<file path="config.mk">
export PLATFORM = sky130hd
export DESIGN_NAME = mdu_sequencer
export DESIGN_NICKNAME = d
export VERILOG_FILES = /design/src/rtl/mdu_sequencer.sv
export SDC_FILE = /design/constraint.sdc
export NUM_CORES = 1
export LEC_CHECK = 0
export BUFFER_PORTS_ARGS = -buffer_cell sky130_fd_sc_hd__buf_2
export CORE_AREA = 2 2 129 131
export DETAILED_ROUTE_END_ITERATION = 10
export DIE_AREA = 0 0 131 133
export HOLD_SLACK_MARGIN = 0.08
export PLACE_DENSITY = 0.75
export SETUP_SLACK_MARGIN = 0.4
export SYNTH_ARGS = -nofsm -noshare
export SYNTH_HDL_FRONTEND = slang
export SYNTH_SLANG_ARGS = --single-unit
</file>
<file path="constraint.sdc">
create_clock -name clk -period 1.6 [get_ports clk]
set_input_delay 0.08 -clock clk [delete_from_list [all_inputs] [get_ports clk]]
set_output_delay 0.08 -clock clk [all_outputs]
set_load 0.02 [all_outputs]
</file>
<file path="src/rtl/mdu_sequencer.sv">
// Sequences MUL/MULTU/DIV/DIVU through the external multi-cycle multiplier/divider,
// stalls the issue stage while the unit works and writes HI/LO once per instruction.
module mdu_sequencer #(
    parameter int TIMEOUT = 64
) (
    input  logic        clk,
    input  logic        rst,
    input  logic        mul_enable,
    input  logic        div_enable,
    input  logic        mul_signed,
    input  logic        div_signed,
    input  logic [31:0] op_a,
    input  logic [31:0] op_b,
    input  logic        flush,
    output logic        mul_start,
    output logic        div_start,
    output logic        unit_signed,
    output logic [31:0] unit_a,
    output logic [31:0] unit_b,
    input  logic        mul_done,
    input  logic [31:0] mul_hi,
    input  logic [31:0] mul_lo,
    input  logic        div_done,
    input  logic [31:0] div_quot,
    input  logic [31:0] div_rem,
    output logic        stall,
    output logic        hi_we,
    output logic        lo_we,
    output logic [31:0] hi_wdata,
    output logic [31:0] lo_wdata,
    output logic        timeout_err
);

    localparam int CW = (TIMEOUT > 1) ? $clog2(TIMEOUT) : 1;

    typedef enum logic [1:0] {
        IDLE,
        MWAIT,
        DWAIT,
        WB
    } state_t;

    state_t        state_q;
    logic [CW-1:0] cnt_q;
    logic          mul_start_q;
    logic          div_start_q;
    logic          signed_q;
    logic [31:0]   a_q;
    logic [31:0]   b_q;
    logic          we_q;
    logic [31:0]   hi_q;
    logic [31:0]   lo_q;
    logic          tout_q;

    logic issue;
    logic time_up;

    assign issue   = (state_q == IDLE) && (mul_enable || div_enable) && !flush;
    assign time_up = (cnt_q == CW'(TIMEOUT - 1));

    // Stall must cover the issue cycle itself, so it cannot wait for the state register.
    assign stall = issue || (state_q == MWAIT) || (state_q == DWAIT);

    // Pulses (start, write strobe, timeout) default low and are raised only on the
    // transition that owns them, so each lasts exactly one cycle.
    always_ff @(posedge clk) begin
        if (rst) begin
            state_q     <= IDLE;
            cnt_q       <= '0;
            mul_start_q <= 1'b0;
            div_start_q <= 1'b0;
            signed_q    <= 1'b0;
            a_q         <= '0;
            b_q         <= '0;
            we_q        <= 1'b0;
            hi_q        <= '0;
            lo_q        <= '0;
            tout_q      <= 1'b0;
        end else begin
            mul_start_q <= 1'b0;
            div_start_q <= 1'b0;
            we_q        <= 1'b0;
            tout_q      <= 1'b0;
            case (state_q)
                IDLE: begin
                    if (issue) begin
                        a_q   <= op_a;
                        b_q   <= op_b;
                        cnt_q <= '0;
                        if (mul_enable) begin
                            signed_q    <= mul_signed;
                            mul_start_q <= 1'b1;
                            state_q     <= MWAIT;
                        end else begin
                            signed_q <= div_signed;
                            // Divide-by-zero retires through WB without touching HI/LO.
                            if (op_b != 32'd0) begin
                                div_start_q <= 1'b1;
                                state_q     <= DWAIT;
                            end else begin
                                state_q <= WB;
                            end
                        end
                    end
                end
                MWAIT, DWAIT: begin
                    cnt_q <= cnt_q + 1'b1;
                    if (flush) begin
                        state_q <= IDLE;
                    end else if ((state_q == MWAIT) && mul_done) begin
                        hi_q    <= mul_hi;
                        lo_q    <= mul_lo;
                        we_q    <= 1'b1;
                        state_q <= WB;
                    end else if ((state_q == DWAIT) && div_done) begin
                        hi_q    <= div_rem;
                        lo_q    <= div_quot;
                        we_q    <= 1'b1;
                        state_q <= WB;
                    end else if (time_up) begin
                        tout_q  <= 1'b1;
                        state_q <= IDLE;
                    end
                end
                WB: begin
                    state_q <= IDLE;
                end
                default: begin
                    state_q <= IDLE;
                end
            endcase
        end
    end

    assign mul_start   = mul_start_q;
    assign div_start   = div_start_q;
    assign unit_signed = signed_q;
    assign unit_a      = a_q;
    assign unit_b      = b_q;
    assign hi_we       = we_q;
    assign lo_we       = we_q;
    assign hi_wdata    = hi_q;
    assign lo_wdata    = lo_q;
    assign timeout_err = tout_q;

endmodule

</file>
==> results.md, run 1 <==
- The flow ran to the end, but the final reports show violations.
- The checks that failed: negative setup slack.
- The later pin in the worst-skew pair is clocked with a latency of 420 ps.
- The number of global-route vias before repair was 7967.
- The worst hold path was traced through 3 stages.
- The number of distinct library cells after synthesis is 39.
- The H-tree depth reported by CTS is 4.
- The total nets after synthesis is 933.
- The top cell types in the final layout, fill and taps aside, are 333 x buf_2, 194 x dlygate4sd3_1, 166 x nand2_1, 139 x dfxtp_1, 73 x nor2_1.
- The clock arrives with 10.30 ps of skew.
- The warning count from the yosys run is 0.
- The number of violations of the max-capacitance limit is 0.
- The area enclosed by the die boundary is 0.01742 mm2.
- The start-to-end type of the worst setup path is flip-flop to flip-flop.
- The weighted congestion at the end of routability-driven global placement is 0.8304.
- Compared with the post-synthesis result, the final layout area differs by 95.05%.
- The most used flip-flop cell after synthesis is dfxtp_1.
- At the worst endpoint, the required time is 1910 ps.
- The final antenna-violating net count is 0.
- The setup slack at placement is -126.6 ps.
- The initialized floorplan defines 47 standard-cell rows.
- The total of flip-flops plus latches after synthesis is 141.
- The wire-length estimate of the detail-placed layout is 13910 um.
- Counting the buffers created by CTS gives 17.
- Counting along the longest clock path gives a buffer depth of 2.
- The min-delay analysis places its worst path in the category primary input to flip-flop.
- The clock net sink count is 141.
- Entering global routing, the biggest net connects 66 pins.
- The commonest non-fill, non-tap cell in the layout is buf_2.
- Dividing the detail-routed wire length by the instance count gives 18.98 um.
- After layout, the minimum clock period comes to 1886 ps.
- The final setup violation count is 102.
- Setup repair after global routing could not meet its margin everywhere.
- In the final routing, the length of wire on met1 measures 10080 um.
- The post-synth design cell area is 0.005808 mm2.
- Across all register-to-register paths, the minimum setup slack is -290 ps.
- The height of the die is 133 um.
- The initial utilization of the core area, before any placement, comes to 35.91%.
- The final net count is 1481.
- The die is 131 um wide.
- The total routing usage reported by global routing is 28.69%.
- The final critical path takes up 117.9% of the cycle.
- The sequential cell area fraction in the yosys report is 48.60%.
- The first global-routing pass estimated 39370 um of wire.
- The number of cells on the worst reg-to-reg path is 9.
- STA classifies the critical path startpoint as a flip-flop.
- The floorplan core area is 0.01617 mm2.
- The via density per instance is 5.427.
- The relative slew slack is 65.54%.
- The count of port buffers added during placement is 335.
- The total met2 wirelength after detailed routing is 14000 um.
- The number of synthesized flops with an enable pin is 0.
- Summed over all nets, wire length on met3 after detailed routing comes to 2942 um.
- The proportion of register bits with asynchronous set or reset after synthesis is 0%.
- TritonCTS built the clock tree.
- The peak clock frequency supported by timing is 0.5303 GHz.
- The leakage power of the design is 5.091 nW.
- The initial antenna violation count is 4.
- Counting every instance in the synthesized netlist gives 727.
- The final number of hold-violating endpoints is 0.
- The data arrival time of the worst path is 2200 ps.
- The post-layout total power is 14.44 mW.
- The final layout contains routed wiring with a total length of 28700 um.
- The total grt overflow is 0.
- Once routing completed, OpenROAD measured the worst setup slack at -285.6 ps.
- For this run, design rule violations remaining after detail routing come to 0.
- The vias after detailed routing is 8205.
- Dividing the synthesized area by the synthesized cell count gives 7.989 um2.
- VDD sags by at most 0.0006797 V.
- The register clock-pin slew on the reported worst setup and hold paths is 70 ps.
- Cells with a size suffix above 1 make up 39.21% of the layout.
- Clock tree synthesis selected as its root buffer the cell clkbuf_16.
- Along the worst path, the maximum fanout reaches 6.
- The first routing iteration left 671 violations.
- For this design, the CTS-stage hold fixing added 194 buffers.
- The power density normalized to cell area is 1274 mW/mm2.
- The worst-margin pin slew is 517.0 ps.
- The type of destination of the critical path is a flip-flop.
- During I/O placement, the number of pins put on the boundary was 336.
- The final-report max-slew violation count is 0.
- The first-pass iteration count of the detailed router is 6.
- The highest layer touched by signal routing is met4.
repair_timing:
action / in CTS / in global routing
resized for setup: 46 / 48
gates cloned: 3 / 14
hold endpoints to repair: 130 / 1
pin swaps: 32 / 45
endpoints found under the setup margin: 141 / 141
setup buffers: 8 / 9
final cells by class:
type / count / area [um2]
tap: 220 / 275.3
antenna: 4 / 10.01
timing repair buffer: 593 / 4627
inverter: 3 / 16.27
multi-input combinational: 519 / 2954
sequential: 141 / 2825
clock inverter: 14 / 181.4
clock buffer: 18 / 439.2
fill: 1032 / 4843
power breakdown:
part | total, mW | switching (mW) | internal (mW)
logic | 5.94 | 3.24 | 2.70
clock network | 4.22 | 1.68 | 2.53
registers | 4.28 | 0.288 | 3.99
critical path: stages, from the launching register on:
cell       delay [ps]
dfxtp_2           330
buf_6             120
ha_4              150
a22oi_2           280
nor3_4             90
buf_12            130
buf_12            130
buf_6             120
clkbuf_16         150
a311oi_2          270
flip-flops by register name, indices dropped and copies added, names as in the netlist:
register	cells
state_q	2
lo_wdata	32
unit_b	32
unit_signed	1
mul_start	1
div_start	1
unit_a	32
hi_wdata	32
cnt_q	6
hi_we	1
timeout_err	1
cell usage after synthesis, types with 2 or more instances:
| cell | count | area, um2 |
|---|---|---|
| nor4_1 | 8 | 50.05 |
| a311oi_1 | 64 | 560.5 |
| buf_4 | 7 | 52.55 |
| nor3_1 | 3 | 15.01 |
| nand3b_1 | 2 | 15.01 |
| ha_1 | 5 | 62.56 |
| nand4_1 | 2 | 12.51 |
| xnor2_1 | 2 | 17.52 |
| nor3_2 | 3 | 30.03 |
| nand3_1 | 67 | 335.3 |
| buf_6 | 6 | 67.56 |
| buf_1 | 3 | 11.26 |
| inv_1 | 2 | 7.510 |
| or3_1 | 2 | 12.51 |
| a21oi_1 | 68 | 340.3 |
| buf_2 | 15 | 75.07 |
| nand2_1 | 196 | 735.7 |
| nor2b_1 | 3 | 18.77 |
| nor2_1 | 74 | 277.8 |
| clkbuf_1 | 34 | 127.6 |
| dfxtp_1 | 141 | 2823 |
| nor3b_1 | 3 | 22.52 |
cells by family (layout without fill, tap and decap cells):
kind of cell             Yosys count  after routing  synth area share (%)
multiplexers                       1              1                0.1723
adder cells (fa/ha/maj)            5              5                 1.077
AND/OR/NAND/NOR                  367            368                 26.82
buffers and inverters             68            628                 5.946
flip-flops                       141            141                 48.60
XOR/XNOR                           2              2                0.3016
other                              0              4                     0
AO/OA/AOI/OAI                    143            143                 17.08
per-stage QoR:
step / hold WS (ps) / std cells / setup TNS (ps) / util [%] / cell area (um2)
after global routing: 82.57 / 1512 / -20290 / 70.05 / 11330
after floorplan: 220.5 / 727 / 0 / - / 5893
after CTS: 33.64 / 1485 / -5378 / 66.39 / 10740
after detailed placement: 328.6 / 1248 / -3977 / 48.70 / 7875
after global placement: 326.8 / 1248 / -817.2 / 48.70 / 7875
final: 81.24 / 1512 / -11490 / 70.05 / 11330
final timing paths:
check / startpoint / to
setup / recovery: state_q[1]$_SDFFE_PP0P_ / lo_wdata[14]$_SDFFE_PP0P_
hold / removal: flush / hi_we$_SDFF_PP0_
setup reg to reg: state_q[1]$_SDFFE_PP0P_ / lo_wdata[14]$_SDFFE_PP0P_
hold reg to reg: unit_a[15]$_SDFFE_PP0P_ / unit_a[15]$_SDFFE_PP0P_
per-layer routing:
layer / global-route usage (%) / vias to the layer above
met5: 0 / -
met4: 19.62 / 0
met1: 31.98 / 3737
met2: 47.78 / 671
met3: 6.712 / 161
li1: - / 3636
Note: power is estimated with default switching activity, not from simulation.
==> run 2, diff against run 1 <==
--- a/config.mk
+++ b/config.mk
@@ -10,7 +10,7 @@
 export DETAILED_ROUTE_END_ITERATION = 10
 export DIE_AREA = 0 0 131 133
 export HOLD_SLACK_MARGIN = 0.08
-export PLACE_DENSITY = 0.75
+export PLACE_DENSITY = 0.72
 export SETUP_SLACK_MARGIN = 0.4
 export SYNTH_ARGS = -nofsm -noshare
 export SYNTH_HDL_FRONTEND = slang
==> constraint.sdc (replaced) <==
create_clock -name clk -period 1.9 [get_ports clk]
set_input_delay 0.095 -clock clk [delete_from_list [all_inputs] [get_ports clk]]
set_output_delay 0.095 -clock clk [all_outputs]
set_load 0.02 [all_outputs]
==> run 2 against run 1 <==
  * The flow now finishes without violations
  * Core utilization decreased by 0.37 points
  * Global-route usage increased by 0.19 points
  * Sequential share of layout area increased by 0.13 points
  * Critical path type unchanged
  * Clock-buffer cell count increased by 3
  * First-iteration DRC count decreased by 20%
  * Sequential cell count unchanged
  * Largest cell class unchanged
  * Worst setup slack improved by 350 ps
  * Critical endpoint is now hi_wdata[5]$_SDFFE_PP0P_
  * Via count decreased by 2.0%
  * Cell count increased by 0.13%
  * Hold slack improved by 60 ps
==> results.md, run 2 (synthesized netlist as in run 1, its figures left out) <==
- The run finished with clean final reports.
- The peak clock frequency supported by timing was 0.5457 GHz (+2.9%).
- The total grt overflow is 0 (unchanged).
- The cell repeated most along the worst path is inv_4.
- The internal portion of total power was 7.968 mW (-14%).
- The delay of the slowest cell on the worst path is 370 ps (+40 ps).
- The final instance count without filler cells is 1514 (+0.13%).
- The detailed placement HPWL is 13940 um (+0.21%).
- Leaving out fill and tap cells, the most frequent cell in the layout is buf_2.
- The row count was 47 (unchanged).
- The sequential cell fraction of total power is 29.4% (-0.3 points).
- The power density normalized to cell area came to 1087 mW/mm2 (-15%).
- The final antenna-violating net count is 0 (unchanged).
- The number of global-route vias before repair was 7823 (-1.8%).
- For this design, the slowest cell found on the critical path is dfxtp_2.
- The relative slew slack is 49.05% (-16 points).
- The portion of total power attributed to the clock network is 29.3% (about the same).
- The final-report max-slew violation count came to 0 (unchanged).
- Setup repair after global routing could not meet its margin everywhere.
- The TritonCTS clock tree is yes.
- The number of buffers created by CTS is 17 (unchanged).
- The buffers plus inverters on the worst setup path was 5 (unchanged).
- The net switching share of the total power is 34.96% (-1.1 points).
- The required time of the critical path is 2200 ps (+290 ps).
- The worst-margin pin slew is 764.3 ps (+247.3 ps).
- The type of destination of the critical path is a flip-flop.
- The register clock-pin slew on the reported worst setup and hold paths is 60 ps (about the same).
- The first-pass iteration count of the detailed router is 5 (-1).
- The clock net sink count is 141 (unchanged).
- The boundary pin count is 336 (unchanged).
- The final net count is 1485 (+0.27%).
- STA classifies the critical path startpoint as a flip-flop.
- Leaving out fill and tap cells, the most frequent cells in the layout are 333 x buf_2, 195 x nand2_1, 194 x dlygate4sd3_1, 139 x dfxtp_1, 68 x a21oi_1.
- The H-tree depth reported by CTS is 4 (unchanged).
- The final number of hold-violating endpoints is 0 (unchanged).
- The maximum fanout along the worst path is 5 (-1).
- The weighted congestion at the end of routability-driven global placement is 0.8116 (-2.3%).
- The largest net degree at the start of global routing is 142 (+120%).
- The minimum hold slack is 141.0 ps (+59.76 ps).
- The switching power total is 4.283 mW (-18%).
- The final clock skew was 5.523 ps (-4.778 ps).
- The clock latency of the later-clocked register in the worst-skew pair came to 410 ps (about the same).
- The worst IR drop on VDD came to 0.0006392 V (-6.0%).
- The critical path is of the flip-flop to flip-flop type.
- The root buffer cell is clkbuf_16.
- The global-route wire length before repair came to 39020 um (-0.89%).
- The initial antenna violation count is 3 (-1).
- The minimum period implied by the final worst setup slack was 1832 ps (-53.15 ps).
- The final cycle utilization of the critical path came to 96.45% (-21 points).
- The post-synthesis to final-layout area growth is 94.01%.
- The routed wire length per instance is 18.62 um (-1.9%).
- Walking the worst path, the cells encountered are inv_4 -> ha_4 -> inv_4 -> nor3_4 -> buf_6 -> buf_12 -> buf_8 -> nor2_1 -> a311oi_1.
- The number of violations of the max-capacitance limit is 0 (unchanged).
- The vias after detailed routing is 8038 (-2.0%).
- The gate family responsible for the most delay along the worst path is buffers and inverters.
- The height of the die is 133 um (unchanged).
- The die width is 131 um (unchanged).
- The total routing usage reported by global routing is 28.87% (+0.19 points).
- The worst reg-to-reg setup slack is 70 ps (+350 ps).
- The initial core utilization is 35.91% (unchanged).
- The proportion of layout cells with a drive suffix above 1 is 37.26% (-2.0 points).
- The area enclosed by the die boundary came to 0.01742 mm2 (unchanged).
- The count of port buffers added during placement is 335 (unchanged).
- The tightest min-delay check is of the primary input to flip-flop type.
- The data arrival time of the worst path came to 2130 ps (-70 ps).
- The leakage power of the design is 5.098 nW (+0.13%).
- The DRC violation total after the first TritonRoute iteration is 534 (-20%).
- The floorplan core area is 0.01617 mm2 (unchanged).
- The instance count after placement with tap cells included is 1248 (unchanged).
- The deepest clock path buffer count is 2 (unchanged).
- The final setup violation count came to 0 (-100%).
- The share of total power in combinational logic is 41.3% (+0.2 points).
- The via density per instance is 5.309 (-2.2%).
- The DRC violation count after routing is 0 (unchanged).
- The total length of routed wires is 28200 um (-1.8%).
run 2: worst paths after layout:
kind                                         startpoint                        to  cells past startpoint
worst max-delay path            state_q[1]$_SDFFE_PP0P_  hi_wdata[5]$_SDFFE_PP0P_                      9
worst min-delay path                         mul_enable   state_q[1]$_SDFFE_PP0P_                      4
worst max register to register  state_q[1]$_SDFFE_PP0P_  hi_wdata[5]$_SDFFE_PP0P_                      9
worst min register to register   unit_a[3]$_SDFFE_PP0P_    unit_a[3]$_SDFFE_PP0P_                      2
run 2: worst min-delay path, cell delays in order:
cell     delay (ps)
buf_2           170
nor2b_1          90
o22ai_2         100
nor2_1           50
run 2: through the flow:
stage               utilization [%]  setup TNS (ps)  setup slack, ps  total power [mW]  cell area, um2
global placement              48.17               0            193.8             6.878            7790
CTS                           67.33               0            123.4             11.54           10890
floorplan                         -               0            381.8             5.744            5833
global route                  69.68          -2.957           -2.957             12.71           11270
detailed placement            48.17               0            146.7             6.923            7790
finish                        69.68               0            67.53             12.25           11270
run 2: metal layers:
layer / up-vias / wire length [um] / track usage [%]
met1: 3706 / 9984 / 30.53
met5: - / 0 / 0
met4: 0 / 1547 / 18.26
li1: 3648 / - / -
met3: 130 / 2697 / 8.209
met2: 554 / 13970 / 49.68
run 2: layout make-up:
cell class,count,area (um2)
sequential,141,2825
clock buffer,21,460.4
clock inverter,10,162.7
tap,220,275.3
inverter,3,18.77
antenna,3,7.507
multi-input combinational,520,2899
timing repair buffer,596,4619
fill,1045,4903
run 2: power groups by stage:
stage | registers (mW) | clock network [mW] | logic [mW]
after floorplan | 4.07 | 0 | 1.68
after global placement | 3.62 | 0 | 3.26
after detailed placement | 3.63 | 0 | 3.30
after CTS | 3.57 | 3.61 | 4.37
after global routing | 3.64 | 3.74 | 5.34
final | 3.60 | 3.59 | 5.06
run 2: what timing repair did:
action	4_1_cts	5_1_grt
gates resized for setup	50	24
pin swaps	17	15
buffers inserted	16	3
setup endpoints to repair	133	136
gates cloned	6	13
hold endpoints to repair	130	0
hold buffers	194	0
==> run 3, diff against run 2 <==
--- a/config.mk
+++ b/config.mk
@@ -6,11 +6,13 @@
 export NUM_CORES = 1
 export LEC_CHECK = 0
 export BUFFER_PORTS_ARGS = -buffer_cell sky130_fd_sc_hd__buf_2
-export CORE_AREA = 2 2 129 131
+export CELL_PAD_IN_SITES_DETAIL_PLACEMENT = 0
+export CELL_PAD_IN_SITES_GLOBAL_PLACEMENT = 1
+export CORE_MARGIN = 1.5
+export CORE_UTILIZATION = 30
 export DETAILED_ROUTE_END_ITERATION = 10
-export DIE_AREA = 0 0 131 133
 export HOLD_SLACK_MARGIN = 0.08
-export PLACE_DENSITY = 0.72
+export PLACE_DENSITY = 0.84
 export SETUP_SLACK_MARGIN = 0.4
 export SYNTH_ARGS = -nofsm -noshare
 export SYNTH_HDL_FRONTEND = slang
==> run 3 against run 2 <==
  * First-iteration DRC count shrank 37%
  * Largest cell class unchanged
  * Combinational power shrank 6.7%
  * Die area grew 16%
  * Register-to-register slack gained 60 ps
  * Clock-buffer cell count shrank 2
  * Clock power shrank 5%
  * Non-clock buffer count shrank 3
  * Sequential share of layout area grew 0.14 points
==> results.md, run 3 (synthesized netlist as in run 1, its figures left out) <==
- The worst hold path terminates at hi_we$_SDFF_PP0_.
- The required time of the critical path is 2220 ps (+20 ps).
- The clock net sink count is 141 (unchanged).
- The total routing usage reported by global routing is 23.99% (-4.9 points).
- The final clock skew is 6.892 ps (+1.370 ps).
- The number of cells on the worst reg-to-reg path is 9 (unchanged).
- The proportion of layout cells with a drive suffix above 1 is 36.83% (-0.43 points).
- The filler cell count in the final layout is 1567 (+50%).
- The worst reg-to-reg setup slack was 130 ps (+60 ps).
- The area enclosed by the die boundary came to 0.02020 mm2 (+16%).
- The data arrival time of the worst path is 2090 ps (-40 ps).
- The via density per instance is 4.950 (-6.8%).
- The initial antenna violation count came to 1 (-2).
- The worst hold-check path type is primary input to flip-flop.
- The boundary pin count is 336 (unchanged).
- The final core area utilization was 59.56% (-10 points).
- In this run the most critical hold path is launched from flush.
- The register clock-pin slew on the reported worst setup and hold paths is 60 ps (about the same).
- The row count is 50 (+6.4%).
- The delay of the slowest cell on the worst path is 380 ps (about the same).
- The total grt overflow is 0 (unchanged).
- The flow ran to the end, and the final reports show no timing, DRC or antenna violations.
- CTS placed an instance of clkbuf_16 at the clock tree root.
- The first-pass iteration count of the detailed router is 5 (unchanged).
- The TritonCTS clock tree is yes.
- The number of global-route vias before repair came to 7221 (-7.7%).
- The accumulated negative setup slack is 0 ps (unchanged).
- Setup repair after global routing could not meet its margin everywhere.
- The total placed instance area is 0.007825 mm2 (+0.45%).
- The area growth from synthesis to layout is 93.11%.
- The endpoint of the lowest-slack register-to-register path is hi_wdata[6]$_SDFFE_PP0P_.
- The final setup violation count is 0 (unchanged).
- STA classifies the critical path endpoint as a flip-flop.
- The final-report max-slew violation count came to 0 (unchanged).
- The relative slew slack is 65.97% (+17 points).
- The cell with the largest stage delay on the worst path is dfxtp_4.
- The count of port buffers added during placement is 335 (unchanged).
- The number of violations of the max-capacitance limit is 0 (unchanged).
- The minimum period implied by the final worst setup slack is 1771 ps (-61.60 ps).
- The final antenna-violating net count is 0 (unchanged).
- The die width is 142.1 um (+8.5%).
- The commonest non-fill, non-tap cell in the layout is buf_2.
- The hold buffer count at CTS came to 196 (+1.0%).
- The final instance count without filler cells is 1548 (+2.2%).
- The start-to-end type of the worst setup path is flip-flop to flip-flop.
- The clock latency of the later-clocked register in the worst-skew pair is 410 ps (about the same).
- The instance count after placement with tap cells included is 1281 (+2.6%).
- The peak clock frequency supported by timing is 0.5647 GHz (+3.5%).
- The power density normalized to cell area is 1046 mW/mm2 (-3.8%).
- The maximum fanout along the worst path is 7 (+2).
- The final net count is 1480 (-0.34%).
- The cell count of the worst hold path came to 3 (-1).
- The final cell area excluding filler cells is 0.01122 mm2 (-0.47%).
- The final number of hold-violating endpoints was 0 (unchanged).
- The weighted congestion at the end of routability-driven global placement is 0.8070 (-0.57%).
- The total length of routed wires is 26450 um (-6.2%).
- The worst-margin pin slew is 505.8 ps (-258.5 ps).
- Counting stages on the worst path, the most repeated cell is inv_4.
- The height of the die is 142.1 um (+6.9%).
- The leakage power of the design is 5.045 nW (-1.0%).
- The nature of the critical path startpoint is a flip-flop.
- The worst register-to-register path begins at state_q[0]$_SDFFE_PP0P_.
- The routed wire length per instance is 17.09 um (-8.2%).
- The DRC violation total after the first TritonRoute iteration is 338 (-37%).
- The final cycle utilization of the critical path was 93.20% (-3.2 points).
- The largest net degree at the start of global routing is 56 (-61%).
- The H-tree depth reported by CTS was 4 (unchanged).
- The global-route wire length before repair is 37790 um (-3.1%).
- Traced cell by cell, the critical path runs through inv_4 -> ha_4 -> inv_4 -> nor3_4 -> buf_6 -> buf_16 -> buf_8 -> nor2_4 -> a311oi_2.
- The detailed placement HPWL was 15030 um (+7.8%).
- The number of buffers created by CTS is 17 (unchanged).
- The initial core utilization is 30.84% (-5.1 points).
- The vias after detailed routing is 7663 (-4.7%).
- In the layout the commonest cells are 333 x buf_2, 196 x dlygate4sd3_1, 195 x nand2_1, 139 x dfxtp_1.
- The worst IR drop on VDD came to 0.0005524 V (-14%).
- The DRC violation count after routing came to 0 (unchanged).
- The deepest clock path buffer count came to 2 (unchanged).
- The floorplan core area is 0.01883 mm2 (+16%).
-- run 3: cell types whose count changed in the layout (fill, tap and decap cells not counted), moves of 3 or more --
cell,change
buf_6,-4
inv_6,+3
a311oi_2,-3
a311oi_1,+3
buf_12,+3
clkinv_4,+3
-- run 3: final cells by class --
class | instances | area (um2) | area share (%)
clock inverters | 13 | 156.4 | 1.394
multi-input cells | 518 | 2878 | 25.66
repair buffers | 593 | 4564 | 40.70
inverters | 3 | 18.77 | 0.1673
clock buffers | 19 | 442.9 | 3.949
diodes | 1 | 2.502 | 0.02231
well taps | 260 | 325.3 | 2.900
flip-flops and latches | 141 | 2828 | 25.21
-- run 3: what timing repair did --
action | in CTS | in global routing
gates cloned | 6 | 7
endpoints found under the setup margin | 131 | 136
resized for setup | 34 | 38
setup buffers | 17 | 8
pin swaps | 10 | 12
hold endpoints to repair | 134 | 1
-- run 3: critical path, delay by kind of cell (launching register included) --
family | cells | cell delay (ps)
AOI/OAI and AO/OA | 1 | 230
adders and majority gates | 1 | 280
DFF | 1 | 380
buffers and inverters | 5 | 490
and+or+nand+nor | 2 | 300
-- run 3: worst max path at each step --
| stage | cells past startpoint | from | endpoint |
|---|---|---|---|
| floorplan | 8 | state_q[0]$_SDFFE_PP0P_ | hi_wdata[0]$_SDFFE_PP0P_ |
| global placement | 8 | state_q[1]$_SDFFE_PP0P_ | lo_wdata[3]$_SDFFE_PP0P_ |
| detailed placement | 8 | state_q[1]$_SDFFE_PP0P_ | hi_wdata[14]$_SDFFE_PP0P_ |
| CTS | 9 | state_q[0]$_SDFFE_PP0P_ | hi_wdata[30]$_SDFFE_PP0P_ |
| global route | 9 | state_q[0]$_SDFFE_PP0P_ | hi_wdata[30]$_SDFFE_PP0P_ |
| finish | 9 | state_q[0]$_SDFFE_PP0P_ | hi_wdata[6]$_SDFFE_PP0P_ |
-- run 3: routing by layer --
layer  GRT usage, %  part of all wire, %  vias to the layer above  wire, um
met3          5.956                  7.7                       43      2030
met4          7.162                  1.9                        0       495
met5              0                    0                        -         0
met2          43.21                   52                      405     13640
li1               -                    -                     3648         -
met1          28.04                   39                     3567     10280
-- run 3: per-stage QoR --
stage                     hold WS, ps  worst slack (ps)  total power [mW]
final                           76.27             129.1             11.73
after global routing            72.19             39.59             12.29
after global placement          336.5             163.2             6.900
after detailed placement        341.4             109.6             6.937
after floorplan                 231.0             381.8             5.744
after CTS                       48.53             152.9             11.20
-- run 3: power breakdown --
group | leakage [nW] | internal (mW) | switching, mW
Sequential | 1.15 | 3.37 | 0.231
Clock | 0.287 | 2.00 | 1.41
Combinational | 3.61 | 2.13 | 2.59
